File: config.mk
export PLATFORM = sky130hd
export DESIGN_NAME = multiplicador_algoritmico
export DESIGN_NICKNAME = d
export VERILOG_FILES = /design/src/rtl/multiplicador_algoritmico.sv
export SDC_FILE = /design/constraint.sdc
export NUM_CORES = 1
export LEC_CHECK = 0
export CORE_UTILIZATION = 23
export DETAILED_ROUTE_END_ITERATION = 16
export HOLD_SLACK_MARGIN = 0.02
export SYNTH_ARGS = -nofsm -noshare
export SYNTH_HDL_FRONTEND = slang
export SYNTH_SLANG_ARGS = --single-unit
File: constraint.sdc
create_clock -name CLK -period 5.1 [get_ports CLK]
set_input_delay 1.02 -clock CLK [delete_from_list [all_inputs] [get_ports CLK]]
set_output_delay 1.02 -clock CLK [all_outputs]
set_load 0.01 [all_outputs]
File: src/rtl/multiplicador_algoritmico.sv
// Sequential shift-add multiplier that rebuilds Num = Coc*Den + Res.
// Works on operand magnitudes and applies the sign in a final fix-up cycle.
// It uses a level Start / level Done handshake:
//   - Start is sampled only in IDLE.
//   - Done stays high in DONE for as long as Start is held.
//   - The first edge that sees Start low returns the block to IDLE.
// Num and Ovf are registered and change only in FIX or on reset.
module multiplicador_algoritmico #(
  parameter int tamanyo = 16
) (
  input  logic                   CLK,
  input  logic                   RSTa,
  input  logic                   Start,
  input  logic [tamanyo-1:0]     Coc,
  input  logic [tamanyo-1:0]     Den,
  input  logic [tamanyo-1:0]     Res,
  output logic [2*tamanyo-1:0]   Num,
  output logic                   Done,
  output logic                   Ovf,
  output logic [1:0]             dbg_state
);

  localparam int CW = $clog2(tamanyo) + 1;
  localparam logic [CW-1:0] last_iter = CW'(tamanyo - 1);

  typedef enum logic [1:0] {
    IDLE = 2'd0,
    MULT = 2'd1,
    FIX  = 2'd2,
    DONE = 2'd3
  } state_t;

  state_t state, state_next;

  logic [2*tamanyo-1:0] mcand;
  logic [tamanyo-1:0]   mplr;
  logic [2*tamanyo-1:0] acc;
  logic [CW-1:0]        cnt;
  logic                 sign_q;
  logic [tamanyo-1:0]   res_q;

  logic [tamanyo-1:0]   coc_mag;
  logic [tamanyo-1:0]   den_mag;
  logic [2*tamanyo-1:0] acc_signed;
  logic [2*tamanyo-1:0] res_ext;
  logic [2*tamanyo-1:0] fix_sum;
  logic [tamanyo:0]     fix_top;
  logic                 fix_ovf;

  // Unsigned magnitudes. Note that abs(-2^(n-1)) = 2^(n-1) still fits in n bits.
  assign coc_mag = Coc[tamanyo-1] ? (~Coc + 1'b1) : Coc;
  assign den_mag = Den[tamanyo-1] ? (~Den + 1'b1) : Den;

  // Fix-up arithmetic. The result fits in tamanyo signed bits only when
  // the top tamanyo+1 bits are all equal.
  assign acc_signed = sign_q ? (~acc + 1'b1) : acc;
  assign res_ext    = {{tamanyo{res_q[tamanyo-1]}}, res_q};
  assign fix_sum    = acc_signed + res_ext;
  assign fix_top    = fix_sum[2*tamanyo-1:tamanyo-1];
  assign fix_ovf    = ~((&fix_top) | ~(|fix_top));

  assign Done      = (state == DONE);
  assign dbg_state = state;

  // State register; reset forces IDLE immediately.
  always_ff @(posedge CLK or posedge RSTa) begin
    if (RSTa) state <= IDLE;
    else      state <= state_next;
  end

  // Next-state logic.
  always_comb begin
    state_next = state;
    case (state)
      IDLE: if (Start)            state_next = MULT;
      MULT: if (cnt == last_iter) state_next = FIX;
      FIX:                        state_next = DONE;
      DONE: if (!Start)           state_next = IDLE;
      default:                    state_next = IDLE;
    endcase
  end

  // Datapath: capture operands, run the shift-add iterations, load the result.
  always_ff @(posedge CLK or posedge RSTa) begin
    if (RSTa) begin
      mcand  <= '0;
      mplr   <= '0;
      acc    <= '0;
      cnt    <= '0;
      sign_q <= 1'b0;
      res_q  <= '0;
      Num    <= '0;
      Ovf    <= 1'b0;
    end else begin
      case (state)
        IDLE: begin
          if (Start) begin
            mcand  <= {{tamanyo{1'b0}}, coc_mag};
            mplr   <= den_mag;
            sign_q <= Coc[tamanyo-1] ^ Den[tamanyo-1];
            res_q  <= Res;
            acc    <= '0;
            cnt    <= '0;
          end
        end
        MULT: begin
          if (mplr[0]) acc <= acc + mcand;
          mcand <= mcand << 1;
          mplr  <= mplr >> 1;
          cnt   <= cnt + 1'b1;
        end
        FIX: begin
          Num <= fix_sum;
          Ovf <= fix_ovf;
        end
        default: ;
      endcase
    end
  end

endmodule

After elaboration in Yosys (flattened, before gate mapping)
Index checks and enable logic that the tools add are counted.

word-level totals
  bits in registers = 137
  word-level logic and storage cells = 54

operators by class
  add/subtract/negate cells = 6
  equality and inequality tests = 8
  multiplexer cells = 16
  bitwise operators = 7
  reductions and logical operators = 8

operators by type and width
  operator                 number
  $mux W32                 4
  $pmux W32 S2             2
  $add A32 B32 Y32         2
  $mux W16                 3
  $add A16 B1 Y16 const B  2
  $add A32 B1 Y32 const B  1
  $not A16 Y16             2
  $not A32 Y32             1
  $pmux W16 S2             1
  $reduce_and A17 Y1       1
  $reduce_or A17 Y1        1
  $pmux W5 S2              1
  $ne A2 B2 Y1 const B     4
  $pmux W2 S4              1
  $mux W2                  3
  $reduce_and A3 Y1        2
  $add A5 B1 Y5 const B    1
  $eq A5 B4 Y1 const B     1
  $mux W5                  1
  $eq A2 B2 Y1 const B     2
  $reduce_and A2 Y1        2
  $eq A2 B1 Y1 const B     1
  $logic_not A2 Y1         1
  $not A1 Y1               2
  3 further kinds          3

Logic depth before layout (Yosys ltp)
  word-level depth = 8
  mapped depth = 20
  gate-level depth less buffers = 20

Worst setup path before layout
No wires, ideal clock.

  kind = register -> register
  start = register acc[5]
  end = register Ovf
  library setup time = 125 ps
  data arrival time = 4,483 ps
  required time = 4,975 ps
  path slack = 492 ps
  cell stages (with the launch flop) = 19
  buffers on the path = 0
  period minus slack after synthesis = 4,608 ps
  cell sequence = dfrtp_1 -> or4_4 -> nor4_4 -> nand2b_1 -> or2_1 -> or3_1 -> o21ai_0 -> xnor2_1 -> ha_1 -> a21o_1 -> a21o_1 -> a221o_1 -> o211ai_1 -> o31ai_1 -> or3_1 -> and4b_2 -> nand4_1 -> o32ai_1 -> nor2_1

between the ends
  longest elaborated chain between the ends = 8
  elaborated cells between the ends (all ways) = 9
  classes of those cells = add/sub: 2; mux: 1; bitwise: 4; reduce/logical: 2

RTL lines
  what                      RTL line  text
  start: declaration        37        logic [2*tamanyo-1:0] acc;
  start signal: assignment  107       if (mplr[0]) acc <= acc + mcand;
  $not A32 Y32              56        assign acc_signed = sign_q ? (~acc + 1'b1) : acc;
  $add A32 B1 Y32           56
  $mux W32 *                56
  $add A32 B32 Y32 *        58        assign fix_sum = acc_signed + res_ext;
  $reduce_or A17 Y1         60        assign fix_ovf = ~((&fix_top) | ~(|fix_top));
  $not A1 Y1                60
  $or A1 B1 Y1 *            60
  $not A1 Y1 *              60
  end signal: assignment    114       Ovf <= fix_ovf;
  end: declaration          19        output logic Ovf,

Every way passes the cells marked *; elsewhere a longest branch is shown, timed or not.
A chain may end at the register's enable or synchronous reset.

Worst setup path after layout
  start = register acc[7]
  end = register Ovf

Same word-level chain as after synthesis.

==> metrics.md <==
| Metric | Value |
|---|---|
| H-tree depth | 4 |
| Synth Area in XOR/XNOR | 8.49% |
| Clock group share of total power | 13.5% |
| Max-slew headroom | 28.7% |
| Maximum clock insertion buffer count | 2 |
| Sw Share | 47.9% |
| Initial Utilization | 23.3% |
| Run status | complete, no violations |
| Synth unique cells | 77 |
| WL/cell | 14.1 um |
| Hpwl dp | 20200 um |
| Root buffer cell | clkbuf_16 |
| FF-to-FF End | Ovf |
| Sequential share of power | 20.0% |
| Worst Reg-to-Reg Cells | 18 |
| IO Pins | 87 |
| P&R area growth vs syn | 21.5% |
| DRC | 0 |
| Worst EP required | 5.43 ns |
| Final wirelength | 25900 um |
| WHS Path Cells | 2 |
| Initial antenna violation count | 3 |
| Largest cells by area after synthesis | dfrtp_1, ha_1, o21ai_0 |
| Iter 0 DRT Violations | 368 |
| Die area | 45700 um2 |
| Cells after Synth | 1159 |
| Global-route wire length before repair | 43200 um |
| Worst IR Drop VDD | 0.277 mV |
| CTS Buf Count | 17 |
| FF+latch count, synth | 137 |
| Synthesized net count | 1291 |
| Cell taking the most area after synthesis | dfrtp_1 |
| Core footprint | 44200 um2 |
| Fmax | 208 MHz |
| Final Max Tran Viols | 0 |
| Most numerous cell in the Yosys netlist | dfrtp_1 |
| Multiplexer area fraction after synthesis | 5.24% |
| Main combinational cell family by area after synthesis | compound AO/OA/AOI/OAI gates |
| Vias in the first global route | 8473 |
| Clock tree sinks | 137 |
| Setup violations, final | 0 |
| Yosys top cell area share | 33.2% |
| Static leakage | 0.00541 uW |
| Worst Setup End Kind | flip-flop |
| Largest net degree at the start of global routing | 101 |
| GRT Overall Usage | 11.9% |
| Post-DP Area | 11900 um2 |
| Via count | 8767 |
| Post-synth top cells | dfrtp_1, nand2_1, o21ai_0, a21oi_1, ha_1 |
| Core Rows | 77 |
| R2r setup slk | 0.28 ns |
| Fin crit period | 4.82 ns |
| Startpoint Class | flip-flop |
| Logic pwr share | 66.5% |
| Asr flop ratio synth | 100% |
| Buffers added on ports | 86 |
| Compound-Gate Fraction of Synth Area | 24.2% |
| Cell area after synthesis | 10300 um2 |
| Die X-Extent | 214 um |
| Mean area per synthesized cell | 8.90 um2 |
| Hold Fails Final Rpt | 0 |
| Drt pass-1 iters | 5 |
| Worst hold path type | flip-flop to flip-flop |
| Nets | 1366 |
| Seq/Total Area, Yosys | 33.2% |
| Crit Reg-Reg Startpoint | acc[7] |
| CP Class | flip-flop to flip-flop |
| Worst EP arrival | 5.14 ns |
| ANT nets after route | 0 |
| Post-synth EDFFs | 0 |
| Area share of and/or/nand/nor cells after synthesis | 15.8% |
| Max_cap viols | 0 |
| Final period util | 94.5% |
| Power Dens Cells | 776 nW/um2 |
| Chip height | 214 um |
| GP Congestion | 0.890 |
| CTS tree | built |
| Pwr Total | 9730 uW |
| Adder-Cell Fraction of Synth Area | 9.97% |
| Drt via density | 4.76 |
| Final std cell area, no fill | 12500 um2 |
| Layout Skew | 0.0121 ns |
| HP Start | mplr[2] |
| Clock Latency Late Sink | 0.44 ns |
| Synth warnings | 0 |
| Slew at the pin with the worst max-slew slack | 1.07 ns |
| Clock transition at path regs | 0.07 ns |
| P_sw | 4660 uW |
| WHS Endpoint | mplr[2] |
| Internal power | 5070 uW |
| Ratio of cells with drive above 1 in the final layout | 9.78% |
| Critical Path Fanout Max | 7 |
| Gr ovfl total | 0 |
| Main flop type after synthesis | dfrtp_1 |
[per-stage QoR]
step           utilization, %  hold slack (ns)  TNS [ns]  cells  setup slack, ns
5_1_grt                  28.3            0.521  -0.00332   1839         -0.00332
6_report                 28.3            0.482         0   1840            0.281
3_3_place_gp             26.8            0.460         0   1806            0.215
3_5_place_dp             26.8            0.470         0   1806            0.185
4_1_cts                  28.2            0.485         0   1838            0.152
2_1_floorplan               -            0.450         0   1159            0.412
[routing by layer]
metal / wire, um / track usage (%)
met5: 27 / 0
met1: 12700 / 15.6
met2: 11500 / 19.1
met3: 1350 / 2.91
met4: 281 / 3.79
[cells in the final DEF, fill, tap and decap left out, types with 7 or more instances in the layout]
master / synthesis / layout
mux2i_1: 9 / 9
o21bai_1: 9 / 9
inv_1: 37 / 36
clkdlybuf4s50_1: 0 / 86
o21ai_0: 115 / 113
o41ai_1: 11 / 10
a31oi_1: 10 / 10
buf_4: 0 / 12
dfrtp_1: 137 / 136
xnor2_1: 53 / 53
xor2_1: 47 / 47
and3_1: 9 / 9
a22o_1: 21 / 21
o31ai_1: 21 / 21
nand3_1: 14 / 14
nor2_1: 68 / 68
a21oi_1: 91 / 91
mux2_2: 39 / 39
a21o_1: 35 / 35
o22ai_1: 7 / 7
or4_1: 8 / 8
nand4_1: 17 / 17
ha_1: 79 / 77
and2_1: 8 / 8
clkbuf_16: 0 / 17
nand2_1: 124 / 124
o211ai_1: 10 / 10
nor3_1: 13 / 12
or3_1: 12 / 11
nand2b_1: 7 / 7
o21a_1: 9 / 9
[power groups by stage]
stage	clock, uW	combinational, uW	sequential (uW)
floorplan	0	4740	1900
global placement	0	6260	1960
detailed placement	0	6340	1970
CTS	1350	6380	1950
global route	1390	7220	2030
finish	1310	6470	1950
[cells by family (layout without fill, tap and decap cells)]
| group | Yosys count | in the layout |
|---|---|---|
| adder cells (fa/ha/maj) | 81 | 81 |
| AO/OA/AOI/OAI | 387 | 387 |
| buffers and inverters | 79 | 167 |
| XOR/XNOR | 100 | 100 |
| other | 0 | 1 |
| AND/OR/NAND/NOR | 326 | 326 |
| multiplexers | 49 | 49 |
| flip-flops | 137 | 137 |
[worst max-delay path by stage]
stage                  end  slack (ns)  startpoint
global route           Ovf      -0.003      acc[7]
global placement       Ovf        0.21      acc[7]
floorplan           Num[0]        0.41        RSTa
CTS                    Ovf        0.15      acc[7]
finish                 Ovf        0.28      acc[7]
detailed placement     Ovf        0.19      acc[7]
[area by class of cell]
| cell class | count | area, um2 |
|---|---|---|
| multi-input combinational | 943 | 6640 |
| clock inverter | 14 | 186 |
| fill | 4605 | 31700 |
| tap | 592 | 741 |
| clock buffer | 18 | 439 |
| inverter | 37 | 144 |
| timing repair buffer | 98 | 951 |
| sequential | 137 | 3430 |
| antenna | 1 | 2.50 |
[state kept, by name, indices dropped and copies added, names as in the netlist]
register and flops:
Ovf 1, mcand 32, mplr 16, sign_q 1, acc 32, cnt 5
res_q 16, Num 32, dbg_state 2
[critical path: stages, from the launching register on]
cell and delay [ns]:
dfrtp_2 0.44, or4_4 0.52, nor4_4 0.25, buf_4 0.16
nand2_1 0.09, or3_1 0.40, o31ai_1 0.26, xnor2_1 0.15
ha_1 0.32, a21oi_1 0.17, o21ai_0 0.14, a21oi_1 0.21
o21a_1 0.18, nand2_1 0.06, o311ai_0 0.63, o211a_1 0.27
nand4_1 0.13, o32ai_2 0.27, nor2_1 0.06
[repair_timing]
action	4_1_cts	5_1_grt
hold buffers	0	0
setup buffers	0	1
resized for setup	0	10
setup endpoints to repair	0	1
Note: power is estimated with default switching activity, not from simulation.
